`src/rtl/key_pkg.sv`:
```
// Shared types for the key event controller: event codes, the 32-bit event word
// layout and the maximum supported key count.
package key_pkg;

  localparam int unsigned MAX_KEYS = 8;

  typedef enum logic [7:0] {
    KEY_PRESS   = 8'd1,
    KEY_RELEASE = 8'd2,
    KEY_REPEAT  = 8'd3
  } evt_code_t;

  typedef struct packed {
    evt_code_t   code;
    logic [7:0]  rsvd_hi;
    logic [4:0]  rsvd_lo;
    logic [2:0]  idx;
    logic [7:0]  snap;
  } key_evt_t;

  function automatic key_evt_t make_evt(evt_code_t code, logic [2:0] idx, logic [7:0] snap);
    key_evt_t e;
    e.code    = code;
    e.rsvd_hi = '0;
    e.rsvd_lo = '0;
    e.idx     = idx;
    e.snap    = snap;
    return e;
  endfunction

endpackage

```
`src/rtl/key_debounce_ch.sv`:
```
// One key channel: 2-FF synchroniser, debounce counter, stable level and
// single-cycle press/release edge flags.
module key_debounce_ch #(
  parameter int unsigned DebCycles = 1000
) (
  input  logic clk,
  input  logic rst,
  input  logic key_n_i,
  output logic stable_o,
  output logic rise_o,
  output logic fall_o
);

  localparam int unsigned CntW = (DebCycles > 1) ? $clog2(DebCycles) : 1;

  logic            sync1_q, sync2_q;
  logic [CntW-1:0] cnt_q, cnt_d;
  logic            stable_q, stable_d;
  logic            rise_q, rise_d;
  logic            fall_q, fall_d;
  logic            pressed;

  assign pressed = ~sync2_q;

  always_comb begin
    cnt_d    = '0;
    stable_d = stable_q;
    rise_d   = 1'b0;
    fall_d   = 1'b0;
    if (pressed != stable_q) begin
      if (cnt_q == CntW'(DebCycles - 1)) begin
        stable_d = pressed;
        rise_d   = pressed;
        fall_d   = ~pressed;
      end else begin
        cnt_d = cnt_q + 1'b1;
      end
    end
  end

  // Synchroniser resets to the released (high) raw level.
  always_ff @(posedge clk or posedge rst) begin
    if (rst) begin
      sync1_q  <= 1'b1;
      sync2_q  <= 1'b1;
      cnt_q    <= '0;
      stable_q <= 1'b0;
      rise_q   <= 1'b0;
      fall_q   <= 1'b0;
    end else begin
      sync1_q  <= key_n_i;
      sync2_q  <= sync1_q;
      cnt_q    <= cnt_d;
      stable_q <= stable_d;
      rise_q   <= rise_d;
      fall_q   <= fall_d;
    end
  end

  assign stable_o = stable_q;
  assign rise_o   = rise_q;
  assign fall_o   = fall_q;

endmodule

```
`src/rtl/key_event_ctrl.sv`:
```
// Key event front end: per-key debounce, pending-event arbiter, FWFT event FIFO
// with overflow flag and IRQ pulse. Optional auto-repeat under AUTO_REPEAT_EN.
module key_event_ctrl
  import key_pkg::*;
#(
  parameter int unsigned NKEYS      = 4,
  parameter int unsigned DEB_CYCLES = 1000,
  parameter int unsigned FIFO_DEPTH = 8,
  parameter int unsigned REP_DELAY  = 50000,
  parameter int unsigned REP_RATE   = 10000
) (
  input  logic                        clk,
  input  logic                        rst,
  input  logic [NKEYS-1:0]            key_n_i,
  input  logic                        rd_i,
  input  logic                        clr_ovf_i,
  output logic [31:0]                 evt_o,
  output logic                        evt_valid_o,
  output logic [$clog2(FIFO_DEPTH):0] count_o,
  output logic                        overflow_o,
  output logic                        irq_o
);

  localparam int unsigned AW   = $clog2(FIFO_DEPTH);
  localparam int unsigned CntW = AW + 1;

  logic [NKEYS-1:0]    stable, rise, fall;
  logic [MAX_KEYS-1:0] snap;

  for (genvar g = 0; g < NKEYS; g++) begin : g_ch
    key_debounce_ch #(
      .DebCycles(DEB_CYCLES)
    ) u_ch (
      .clk     (clk),
      .rst     (rst),
      .key_n_i (key_n_i[g]),
      .stable_o(stable[g]),
      .rise_o  (rise[g]),
      .fall_o  (fall[g])
    );
  end

  always_comb begin
    snap             = '0;
    snap[NKEYS-1:0]  = stable;
  end

  // Pending events and arbiter
  logic [NKEYS-1:0] pend_press_q, pend_press_d, pend_rel_q, pend_rel_d;
  logic [NKEYS-1:0] clr_press, clr_rel;
  logic             push;
  logic [2:0]       gnt_idx;
  evt_code_t        gnt_code;
  logic [31:0]      evt_word;

`ifdef AUTO_REPEAT_EN
  localparam int unsigned RepMax = (REP_DELAY > REP_RATE) ? REP_DELAY : REP_RATE;
  localparam int unsigned RepW   = $clog2(RepMax + 1);

  logic            rep_act_q, rep_act_d, rep_first_q, rep_first_d;
  logic            pend_rep_q, pend_rep_d;
  logic [2:0]      rep_idx_q, rep_idx_d;
  logic [RepW-1:0] rep_cnt_q, rep_cnt_d, rep_thr;
  logic            gnt_rep, press_gnt;
`else
  logic unused_rep_params;
  assign unused_rep_params = ^{REP_DELAY, REP_RATE};
`endif

  always_comb begin
    push      = 1'b0;
    gnt_idx   = '0;
    gnt_code  = KEY_PRESS;
    clr_press = '0;
    clr_rel   = '0;
    for (int i = 0; i < NKEYS; i++) begin
      if (!push) begin
        if (pend_rel_q[i]) begin
          push       = 1'b1;
          gnt_idx    = 3'(i);
          gnt_code   = KEY_RELEASE;
          clr_rel[i] = 1'b1;
        end else if (pend_press_q[i]) begin
          push         = 1'b1;
          gnt_idx      = 3'(i);
          gnt_code     = KEY_PRESS;
          clr_press[i] = 1'b1;
        end
      end
    end
`ifdef AUTO_REPEAT_EN
    gnt_rep = 1'b0;
    if (!push && pend_rep_q) begin
      push     = 1'b1;
      gnt_idx  = rep_idx_q;
      gnt_code = KEY_REPEAT;
      gnt_rep  = 1'b1;
    end
`endif
  end

  assign pend_press_d = (pend_press_q & ~clr_press) | rise;
  assign pend_rel_d   = (pend_rel_q & ~clr_rel) | fall;
  assign evt_word     = make_evt(gnt_code, gnt_idx, snap);

`ifdef AUTO_REPEAT_EN
  assign press_gnt = push && (gnt_code == KEY_PRESS);
  assign rep_thr   = rep_first_q ? RepW'(REP_DELAY - 1) : RepW'(REP_RATE - 1);

  // Counter reloads to 1 on the push it times from, so the next REPEAT lands
  // exactly REP_DELAY / REP_RATE cycles after that push.
  always_comb begin
    rep_act_d   = rep_act_q;
    rep_first_d = rep_first_q;
    rep_idx_d   = rep_idx_q;
    rep_cnt_d   = rep_cnt_q;
    pend_rep_d  = pend_rep_q;
    if (press_gnt) begin
      rep_act_d   = 1'b1;
      rep_first_d = 1'b1;
      rep_idx_d   = gnt_idx;
      rep_cnt_d   = RepW'(1);
      pend_rep_d  = 1'b0;
    end else if (rep_act_q && !snap[rep_idx_q]) begin
      rep_act_d  = 1'b0;
      pend_rep_d = 1'b0;
    end else if (gnt_rep) begin
      rep_first_d = 1'b0;
      rep_cnt_d   = RepW'(1);
      pend_rep_d  = 1'b0;
    end else if (rep_act_q && !pend_rep_q) begin
      if (rep_cnt_q >= rep_thr) begin
        pend_rep_d = 1'b1;
      end else begin
        rep_cnt_d = rep_cnt_q + 1'b1;
      end
    end
  end

  always_ff @(posedge clk or posedge rst) begin
    if (rst) begin
      rep_act_q   <= 1'b0;
      rep_first_q <= 1'b0;
      rep_idx_q   <= '0;
      rep_cnt_q   <= '0;
      pend_rep_q  <= 1'b0;
    end else begin
      rep_act_q   <= rep_act_d;
      rep_first_q <= rep_first_d;
      rep_idx_q   <= rep_idx_d;
      rep_cnt_q   <= rep_cnt_d;
      pend_rep_q  <= pend_rep_d;
    end
  end
`endif

  // Event FIFO
  logic [31:0]     mem_q [FIFO_DEPTH];
  logic [AW-1:0]   wptr_q, wptr_d, rptr_q, rptr_d;
  logic [CntW-1:0] cnt_q, cnt_d;
  logic            ovf_q, ovf_d, irq_q;
  logic            empty, full, pop, push_ok, drop;

  assign empty   = (cnt_q == '0);
  assign full    = (cnt_q == CntW'(FIFO_DEPTH));
  assign pop     = rd_i && !empty;
  assign push_ok = push && (!full || pop);
  assign drop    = push && full && !pop;

  always_comb begin
    wptr_d = wptr_q + AW'(push_ok);
    rptr_d = rptr_q + AW'(pop);
    cnt_d  = cnt_q + CntW'(push_ok) - CntW'(pop);
    ovf_d  = ovf_q;
    if (clr_ovf_i) ovf_d = 1'b0;
    if (drop)      ovf_d = 1'b1;
  end

  always_ff @(posedge clk) begin
    if (push_ok) mem_q[wptr_q] <= evt_word;
  end

  always_ff @(posedge clk or posedge rst) begin
    if (rst) begin
      pend_press_q <= '0;
      pend_rel_q   <= '0;
      wptr_q       <= '0;
      rptr_q       <= '0;
      cnt_q        <= '0;
      ovf_q        <= 1'b0;
      irq_q        <= 1'b0;
    end else begin
      pend_press_q <= pend_press_d;
      pend_rel_q   <= pend_rel_d;
      wptr_q       <= wptr_d;
      rptr_q       <= rptr_d;
      cnt_q        <= cnt_d;
      ovf_q        <= ovf_d;
      irq_q        <= push_ok;
    end
  end

  assign evt_o       = empty ? 32'd0 : mem_q[rptr_q];
  assign evt_valid_o = !empty;
  assign count_o     = cnt_q;
  assign overflow_o  = ovf_q;
  assign irq_o       = irq_q;

endmodule
```
`config.mk`:
```
export PLATFORM = sky130hd
export DESIGN_NAME = key_event_ctrl
export DESIGN_NICKNAME = d
export VERILOG_FILES = /design/src/rtl/key_pkg.sv /design/src/rtl/key_debounce_ch.sv /design/src/rtl/key_event_ctrl.sv
export SDC_FILE = /design/constraint.sdc
export NUM_CORES = 1
export LEC_CHECK = 0
export ABC_AREA = 1
export BUFFER_PORTS_ARGS = -buffer_cell sky130_fd_sc_hd__buf_2
export CAP_MARGIN = 20
export CORE_ASPECT_RATIO = 0.8
export CORE_MARGIN = 5
export CORE_UTILIZATION = 33
export CTS_BUF_LIST = sky130_fd_sc_hd__clkbuf_8
export CTS_CLUSTER_DIAMETER = 120
export DETAILED_ROUTE_END_ITERATION = 16
export GPL_TIMING_DRIVEN = 0
export PLACE_DENSITY_LB_ADDON = 0.15
export SLEW_MARGIN = 20
export SYNTH_ARGS = -nofsm -noshare
export SYNTH_HDL_FRONTEND = slang
export SYNTH_SLANG_ARGS = --single-unit
```
`constraint.sdc`:
```
create_clock -name clk -period 4.3 [get_ports clk]
set_input_delay 0.215 -clock clk [delete_from_list [all_inputs] [get_ports clk]]
set_output_delay 0.215 -clock clk [all_outputs]
set_load 0.05 [all_outputs]
```
==> impl_metrics.json, run 1 <==
{
  "drtIter0Drc": 212,
  "rows": 45,
  "critPathKind": "register to output pin",
  "grt_util_met1": 0.166,
  "met2_usage": 0.182,
  "start_util": 0.339,
  "wl_per_cell_um": 12.5,
  "cp-end-kind": "output pin",
  "period_minus_slack_ns": 2.43,
  "ys_types": 33,
  "netlist_instances": 677,
  "root_buffer": "clkbuf_8",
  "routed_wirelength_mm": 12.7,
  "synth_most_common_cell": "nor2_1",
  "synthArstFlopShare": 0.556,
  "io_pins": 47,
  "clk_latency_ns": 0.44,
  "syn_area_um2": 6500,
  "post_cts_resized": 0,
  "fp.dieArea_um2": 22600,
  "nets": 770,
  "core_area_um2": 19200,
  "synthAdderAreaFrac": 0.0281,
  "clk_pin_slew_ns": 0.08,
  "drt_first_pass_iters": 4,
  "cts.sinks": 144,
  "hpwl_mm": 8.92,
  "yosysWarnings": 0,
  "synthTopCellsByArea": "edfxtp_1 (30%), dfrtp_1 (28%), nor2_1 (9.6%)",
  "start_kind": "register",
  "hold_viol": 0,
  "worstHoldPathType": "input port to register",
  "yosysSeqAreaShare": 0.605,
  "antenna_found_initial": 0,
  "io_buffers": 22,
  "synth_top_family_by_area": "simple AND/OR/NAND/NOR gates",
  "synth_compound_area_frac": 0.0300,
  "fin_crit_sh": 0.564,
  "cts_tree": "yes",
  "rsz0062_at_grt": "false",
  "synth_area_leader_cell": "edfxtp_1",
  "num_vias": 4349,
  "place_congestion": 0.749,
  "peakVddDrop_uv": 363,
  "syn_to_final_growth_pct": 15.6,
  "viasPerCell": 4.27,
  "leakage_nw": 3.52,
  "syn_avg_cell_area_um2": 9.60,
  "synth.area.mux_share": 0,
  "synth_flop_cell": "dfrtp_1",
  "route.detailed.drc": 0,
  "critPathRequiredTime_ns": 4.09,
  "drive_gt1_frac": 0.157,
  "die_x_um": 167,
  "grtUsageMet3": 0.0324,
  "stdcell_count": 1018,
  "setup_tns_ns": 0,
  "cts_inserted_buffers": 17,
  "antenna_cells": 0,
  "dp.cells": 981,
  "fp.dieH_um": 136,
  "top_usage_layer": "met2",
  "grt_first_pass_wirelength_mm": 21.6,
  "grt_pass1_vias": 4343,
  "setup_slack_ns": 1.87,
  "ant_nets": 0,
  "synth_edf_count": 64,
  "tightestPinTransition_ns": 0.927,
  "status": "completed",
  "synth_common_cells": "nor2_1 (166), nand2_1 (119), dfrtp_1 (72), inv_1 (66), edfxtp_1 (64)",
  "ys_seq_elements": 144,
  "grt_max_degree": 52,
  "synth_xor_area_frac": 0.0242,
  "fmax_mhz": 412,
  "slew_viol_final": 0,
  "finClkSkew_ns": 0.0150,
  "setup_viol": 0,
  "crit_fanout": 10,
  "arrival_ns": 2.21,
  "synth_simple_gate_area_frac": 0.233,
  "htree_levels": 4,
  "grt_overflow": 0,
  "maxSlewHeadroom": 0.382,
  "grtUsageTotal": 0.120,
  "drv_cap": 0,
  "max-clock-path-buffers": 2,
  "yosys.area.top_type_share": 0.296,
  "dp_slack_ns": 1.94,
  "power.density_nw_per_um2": 521
}
final cells by class:
class | instances | area, um^2
fill | 1895 | 11700
sequential | 144 | 3930
multi-input combinational | 450 | 2150
tap | 258 | 323
inverter | 70 | 265
buffer | 36 | 250
clock buffer | 18 | 248
timing repair buffer | 29 | 198
clock inverter | 13 | 150
layout by cell type (no fill, tap or decap), types with 4 or more instances in the layout:
master	netlist	routed
nor2_1	166	166
nand2_1	119	119
dfrtp_1	72	72
inv_1	66	67
edfxtp_1	64	64
nand3_1	31	31
buf_2	5	27
buf_4	27	27
conb_1	1	24
o21ai_0	20	20
clkbuf_8	0	18
xor2_1	16	16
ha_1	13	13
nor3_1	10	10
nand4_1	8	8
dfstp_2	8	8
nor2_2	7	7
dlygate4sd3_1	0	6
nand2_2	5	5
inv_2	4	4
o21bai_1	4	4
clkinvlp_4	0	4
state kept, by name (all words and copies together), names as in the netlist, 3 cells and up:
signal and cells:
g_ch.u_ch.rise_o 4, pend_press_q 4, g_ch.u_ch.sync1_q 4, wptr_q 3
mem_q 64, g_ch.u_ch.sync2_q 4, g_ch.u_ch.cnt_q 40, g_ch.u_ch.stable_o 4
g_ch.u_ch.fall_o 4, pend_rel_q 4, rptr_q 3, count_o 4
worst max-delay path: stages, from the launching register on:
cell      delay [ns]
dfrtp_1         0.43
inv_1           0.21
clkbuf_1        0.37
o21ai_0         0.15
nand2_1         0.08
nor2_1          0.04
nor2_1          0.17
buf_2           0.31
worst paths after layout:
kind / start / endpoint / slack, ns / cells after the start
max: rptr_q[0] / evt_o[0] / 1.87 / 7
min: rd_i / rptr_q[0] / 0.16 / 4
max reg2reg: pend_rel_q[1] / mem_q[4][7] / 2.02 / 6
max in group asynchronous: rst / g_ch[1].u_ch.sync2_q / 3.32 / 4
min in group asynchronous: rst / g_ch[2].u_ch.cnt_q[8] / 0.33 / 3
min reg2reg: g_ch[0].u_ch.fall_o / pend_rel_q[0] / 0.35 / 0
what timing repair did:
action                                 in CTS  in global routing
hold buffers                                6                  0
setup buffers                               0                  0
endpoints found under the hold margin      29                  0
report_power, final:
group	internal, mW	switching (mW)	leakage (nW)	total [mW]
Sequential	1.48	0.0413	1.76	1.52
Clock	0.578	0.500	0.197	1.08
Combinational	0.379	0.936	1.57	1.31
stage by stage:
stage                     power (mW)  hold WS, ns  cell area, um^2  utilization
final                           3.91        0.161             7520        0.392
after global routing            4.18        0.130             7520        0.392
after CTS                       3.98        0.128             7520        0.392
after detailed placement        2.88        0.254             7060        0.368
after global placement          2.86        0.321             7020        0.366
after floorplan                 2.56        0.219             6590            -
routing by layer:
| metal | up-vias | share of wire |
|---|---|---|
| met1 | 2031 | 0.50 |
| met4 | 0 | 0.014 |
| met3 | 12 | 0.038 |
| li1 | 2248 | - |
| met2 | 58 | 0.45 |
| met5 | - | 0 |
cell families (layout without fill, tap and decap cells):
family / count (synthesis) / count (layout)
adders and majority gates: 14 / 14
xor gates and xnor gates: 18 / 18
other: 1 / 24
AOI/OAI and AO/OA: 34 / 34
buffers and inverters: 106 / 166
DFF: 144 / 144
and+or+nand+nor: 360 / 360
(Power assumes the default switching activity.)
==> run 2, diff against run 1 <==
clock period = 2.3 ns   (was 4.3 ns; I/O delays follow)
==> run 2 against run 1 <==
Net effect: worst hold slack got worse by 0.10 ns; global-route usage is 0.26 points lower; non-clock buffer count increased by 1; worst setup slack worse by 1.7 ns; critical path depth increased by 2; sequential power up 88%; first-iteration DRC count is 5.2% lower; utilization is 0.33 points higher; via count barely moved; clock power up 89%; critical path type unchanged; largest power group unchanged.
==> impl_metrics.json, run 2 (synthesis gave the netlist of run 1 again) <==
{
  "multi_input_area_um2": 2180,
  "worstHoldPathType": "input port to register",
  "fin_area_um2": 7580,
  "drive_gt1_frac": 0.177,
  "dpl_cell_area_um2": 7080,
  "wl_per_cell_um": 12.4,
  "antenna_cells": 0,
  "fin_hold_ws_ns": 0.0563,
  "io_buffers": 22,
  "reg.largest.list": "mem_q: 64 flops, g_ch.u_ch.cnt_q: 40 flops",
  "drtIter0Drc": 201,
  "max-clock-path-buffers": 2,
  "rows": 45,
  "place_congestion": 0.742,
  "setup_viol": 0,
  "crit_fanout": 10,
  "final_cell_mix": "nor2_1 (159), nand2_1 (119), dfrtp_1 (69)",
  "fp.dieH_um": 136,
  "clk_latency_ns": 0.44,
  "finClkSkew_ns": 0.0108,
  "grt_max_degree": 32,
  "cts_tree": "yes",
  "ant_nets": 0,
  "critPathRequiredTime_ns": 2.18,
  "post_cts_buffers": 0,
  "antenna_found_initial": 0,
  "viasPerCell": 4.26,
  "tightestPinTransition_ns": 0.865,
  "largest_register_ffs": 64,
  "fill_cells": 1884,
  "drv_cap": 0,
  "leakage_nw": 3.54,
  "cts.sinks": 144,
  "fmax_mhz": 469,
  "syn_to_final_growth_pct": 16.6,
  "io_pins": 47,
  "fp.dieArea_um2": 22600,
  "cts_inserted_buffers": 17,
  "drt_first_pass_iters": 4,
  "num_vias": 4348,
  "grt_pass1_vias": 4226,
  "core_area_um2": 19200,
  "setup_tns_ns": 0,
  "peakVddDrop_uv": 723,
  "grt_overflow": 0,
  "fin_util": 0.395,
  "die_x_um": 167,
  "start_util": 0.339,
  "critPathKind": "register to output pin",
  "cp-end-kind": "output pin",
  "fin_crit_sh": 0.926,
  "clk_pin_slew_ns": 0.08,
  "slew_viol_final": 0,
  "regArea_um2": 3940,
  "status": "completed",
  "nets": 771,
  "route.detailed.drc": 0,
  "period_minus_slack_ns": 2.13,
  "start_kind": "register",
  "final_common_cell": "nor2_1",
  "power.density_nw_per_um2": 971,
  "htree_levels": 4,
  "arrival_ns": 2.02,
  "root_buffer": "clkbuf_8",
  "grtUsageTotal": 0.117,
  "hpwl_mm": 8.94,
  "routed_wirelength_mm": 12.6,
  "maxSlewHeadroom": 0.423,
  "grt_first_pass_wirelength_mm": 21.2,
  "rsz0062_at_grt": "false",
  "total_power_mw": 7.36,
  "hold_viol": 0,
  "largest-register": "mem_q"
}
## run 2: area by class of cell
type	count	share of cell area
Buffer	36	0.0335
Sequential cell	144	0.519
Clock inverter	15	0.0224
Multi-Input combinational cell	450	0.288
Clock buffer	17	0.0309
Inverter	70	0.0352
Tap cell	258	0.0426
Timing Repair Buffer	30	0.0281
## run 2: power breakdown
part,total [mW],switching [mW],leakage (nW),internal [mW]
clock network,2.04,0.978,0.195,1.06
registers,2.85,0.0783,1.76,2.77
logic,2.47,1.74,1.59,0.730
## run 2: worst paths after layout
path,start,end,slack (ns),cells after the start
setup / recovery,rptr_q[1],evt_o[2],0.17,9
hold / removal,rd_i,rptr_q[0],0.06,4
setup reg to reg,count_o[2],mem_q[1][3],0.18,9
hold reg to reg,g_ch[0].u_ch.fall_o,pend_rel_q[0],0.35,0
max in group asynchronous,rst,g_ch[1].u_ch.sync2_q,1.27,5
min in group asynchronous,rst,g_ch[2].u_ch.cnt_q[8],0.23,3
## run 2: what timing repair did
action                                  CTS  global route
pin swaps                                 0             0
hold buffers                              6             0
endpoints found under the setup margin   30            52
resized for setup                         4            11
hold endpoints to repair                 25             0
## run 2: worst max-delay path: stages (launching register included)
cell and delay [ns]:
dfrtp_1 0.37, buf_4 0.17, inv_2 0.09, buf_4 0.19
nor2_1 0.10, o21ai_0 0.11, nand2_1 0.08, nor2_1 0.05
nor2_1 0.13, buf_2 0.28
## run 2: routing by layer
layer	vias up	track usage	routed length, um
li1	2253	-	-
met1	2025	0.160	6170
met2	64	0.182	5790
met3	6	0.0403	600
met4	0	0.0273	83
met5	-	0	0
## run 2: stage by stage
step,worst slack (ns),std cells
floorplan,0.00195,700
global placement,0.00598,980
detailed placement,-0.0902,982
CTS,0.00683,1020
global route,0.00487,1020
finish,0.169,1020
==> run 3, diff against run 2 <==
ABC_AREA = not set   (was 1)
==> run 3 against run 2 <==
Net effect: count of clock-buffer cells in the layout grew 2; largest power group unchanged; synthesized cell count is 32% lower; worst setup slack got worse by 0.13 ns; area after synthesis shrank 5.4%; global-route usage down 0.21 points; wire length down 7.8%; via count shrank 16%; fmax down 5.8%; critical endpoint is now count_o[1]; final cell count fell by 21%; largest cell class unchanged; power is 15% lower; worst hold slack improved by 0.063 ns; critical path depth is 1 lower.
==> impl_metrics.json, run 3 <==
{
  "yosysWarnings": 0,
  "rows": 44,
  "fin_hold_ws_ns": 0.120,
  "tightestPinTransition_ns": 0.645,
  "fp.dieH_um": 132,
  "rsz0062_at_grt": "true",
  "cts_inserted_buffers": 17,
  "core_area_um2": 18200,
  "setup_slack_ns": 0.0371,
  "start_util": 0.338,
  "drtIter0Drc": 211,
  "wl_met3_um": 366,
  "maxSlewHeadroom": 0.570,
  "hpwl_mm": 7.88,
  "grt_overflow": 0,
  "top_layer": "met4",
  "cts_tree": "yes",
  "max-clock-path-buffers": 2,
  "ys_types": 47,
  "antenna_found_initial": 0,
  "start_kind": "register",
  "total_power_mw": 6.23,
  "setup_viol": 0,
  "synth_top_family_by_area": "simple AND/OR/NAND/NOR gates",
  "fmax_mhz": 442,
  "final_cell_mix": "dfrtp_1 (68), edfxtp_1 (64), nor2_1 (45)",
  "io_pins": 47,
  "setup_tns_ns": 0,
  "place_congestion": 0.732,
  "grt_pass1_vias": 3586,
  "peakVddDrop_uv": 325,
  "routed_wirelength_mm": 11.7,
  "drt_first_pass_iters": 4,
  "netlist_instances": 458,
  "met2_length_mm": 5.27,
  "yosysSeqAreaShare": 0.639,
  "crit_path_frequent_cell": "inv_2",
  "synth_edf_count": 64,
  "crit_chain": "or4_4 > and2b_2 > nand3_4 > o21ai_2 > ha_2 > inv_2 > fa_2 > inv_2",
  "largest-register": "mem_q",
  "wl_per_cell_um": 14.4,
  "synth_xor_area_frac": 0.0455,
  "regArea_um2": 3940,
  "fp.dieArea_um2": 21500,
  "antenna_cells": 0,
  "ant_nets": 0,
  "yosys.area.top_type_share": 0.312,
  "critPathRequiredTime_ns": 2.63,
  "slew_viol_final": 0,
  "synth_area_leader_cell": "edfxtp_1",
  "synth_flop_cell": "dfrtp_1",
  "ys_seq_elements": 144,
  "reg.largest.list": "mem_q: 64 flops, g_ch.u_ch.cnt_q: 40 flops",
  "clk_latency_ns": 0.43,
  "power.density_nw_per_um2": 825,
  "syn_avg_cell_area_um2": 13.4,
  "io_buffers": 22,
  "viasPerCell": 4.51,
  "htree_levels": 4,
  "route.detailed.drc": 0,
  "cpPeakStageDelay_ns": 0.56,
  "fin_crit_sh": 0.984,
  "synth_simple_gate_area_frac": 0.129,
  "synthArstFlopShare": 0.556,
  "period_minus_slack_ns": 2.26,
  "fill_cells": 1687,
  "grt_first_pass_wirelength_mm": 19.3,
  "synth.area.mux_share": 0.0586,
  "root_buffer": "clkbuf_8",
  "syn_to_final_growth_pct": 22.6,
  "drive_gt1_frac": 0.288,
  "syn_area_um2": 6150,
  "grtUsageTotal": 0.115,
  "synthTopCellsByArea": "edfxtp_1 (31%), dfrtp_1 (29%), mux4_2 (5.9%)",
  "crit_fanout": 4,
  "cts.sinks": 144,
  "nets": 565,
  "num_vias": 3652,
  "grt_max_degree": 51,
  "die_x_um": 163,
  "critPathKind": "register to register",
  "multi_input_area_um2": 2210,
  "status": "completed",
  "synth_common_cells": "dfrtp_1 (72), edfxtp_1 (64), nor2_1 (47), nand2_1 (25), buf_4 (24)",
  "synth_compound_area_frac": 0.0521,
  "synthAdderAreaFrac": 0.0297,
  "arrival_ns": 2.60,
  "cp-end-kind": "register",
  "wl_met1_mm": 5.90,
  "final_common_cell": "dfrtp_1",
  "drv_cap": 0,
  "largest_register_ffs": 64,
  "leakage_nw": 3.21,
  "synth_most_common_cell": "dfrtp_1",
  "finClkSkew_ns": 0.0122,
  "cpMaxStageDelayCell": "or4_4",
  "clk_pin_slew_ns": 0.08,
  "hold_viol": 0,
  "fin_util": 0.414,
  "dp_slack_ns": -0.284,
  "worstHoldPathType": "input port to register"
}
[run 3: area by class of cell]
type	count	share of cell area
inverters	17	0.00879
plain buffers	28	0.0295
clock buffers	19	0.0347
well taps	253	0.0419
clock inverters	13	0.0194
flip-flops and latches	144	0.522
multi-input cells	289	0.293
repair buffers	46	0.0502
[run 3: final timing paths]
path	cells past startpoint	endpoint	slack (ns)	startpoint
setup / recovery	8	count_o[1]	0.04	pend_rel_q[0]
hold / removal	4	count_o[0]	0.12	rd_i
setup reg to reg	8	count_o[1]	0.04	pend_rel_q[0]
hold reg to reg	0	pend_rel_q[0]	0.35	g_ch[0].u_ch.fall_o
max in group asynchronous	4	g_ch[3].u_ch.sync2_q	1.43	rst
min in group asynchronous	3	g_ch[3].u_ch.cnt_q[3]	0.25	rst
[run 3: per-stage QoR]
stage                     instance area, um^2  std cells
after global routing                     7550        809
final                                    7550        809
after floorplan                          6260        481
after CTS                                7360        801
after detailed placement                 6790        760
after global placement                   6690        756
[run 3: repair_timing]
| action | in CTS | in global routing |
|---|---|---|
| buffers inserted | 6 | 8 |
| hold endpoints to repair | 35 | 0 |
| gates resized for setup | 22 | 15 |
| hold buffers | 6 | 0 |
| endpoints found under the setup margin | 35 | 48 |
| pin swaps | 4 | 7 |
[run 3: where the power goes]
part,switching [mW],internal [mW]
logic,0.790,0.513
clock network,0.923,1.11
registers,0.114,2.78
total,1.83,4.40
[run 3: routing by layer]
| layer | vias to the layer above | GRT usage |
|---|---|---|
| li1 | 1795 | - |
| met5 | - | 0 |
| met4 | 0 | 0.0405 |
| met3 | 9 | 0.0341 |
| met2 | 56 | 0.162 |
| met1 | 1792 | 0.170 |
[run 3: logic make-up (layout without fill, tap and decap cells)]
logic type | count (synthesis) | after routing
XOR/XNOR | 32 | 32
AND/OR/NAND/NOR | 154 | 154
multiplexers | 16 | 16
other | 1 | 24
flip-flops | 144 | 144
AO/OA/AOI/OAI | 49 | 49
adder cells (fa/ha/maj) | 14 | 14
buffers and inverters | 48 | 123
[run 3: critical path: cells and delay by family (launching register included)]
family | cells | cell delay (ns)
flops | 1 | 0.39
simple gates | 3 | 0.92
fa+ha+maj | 2 | 0.72
compound gates | 1 | 0.06
buf+inv | 2 | 0.08
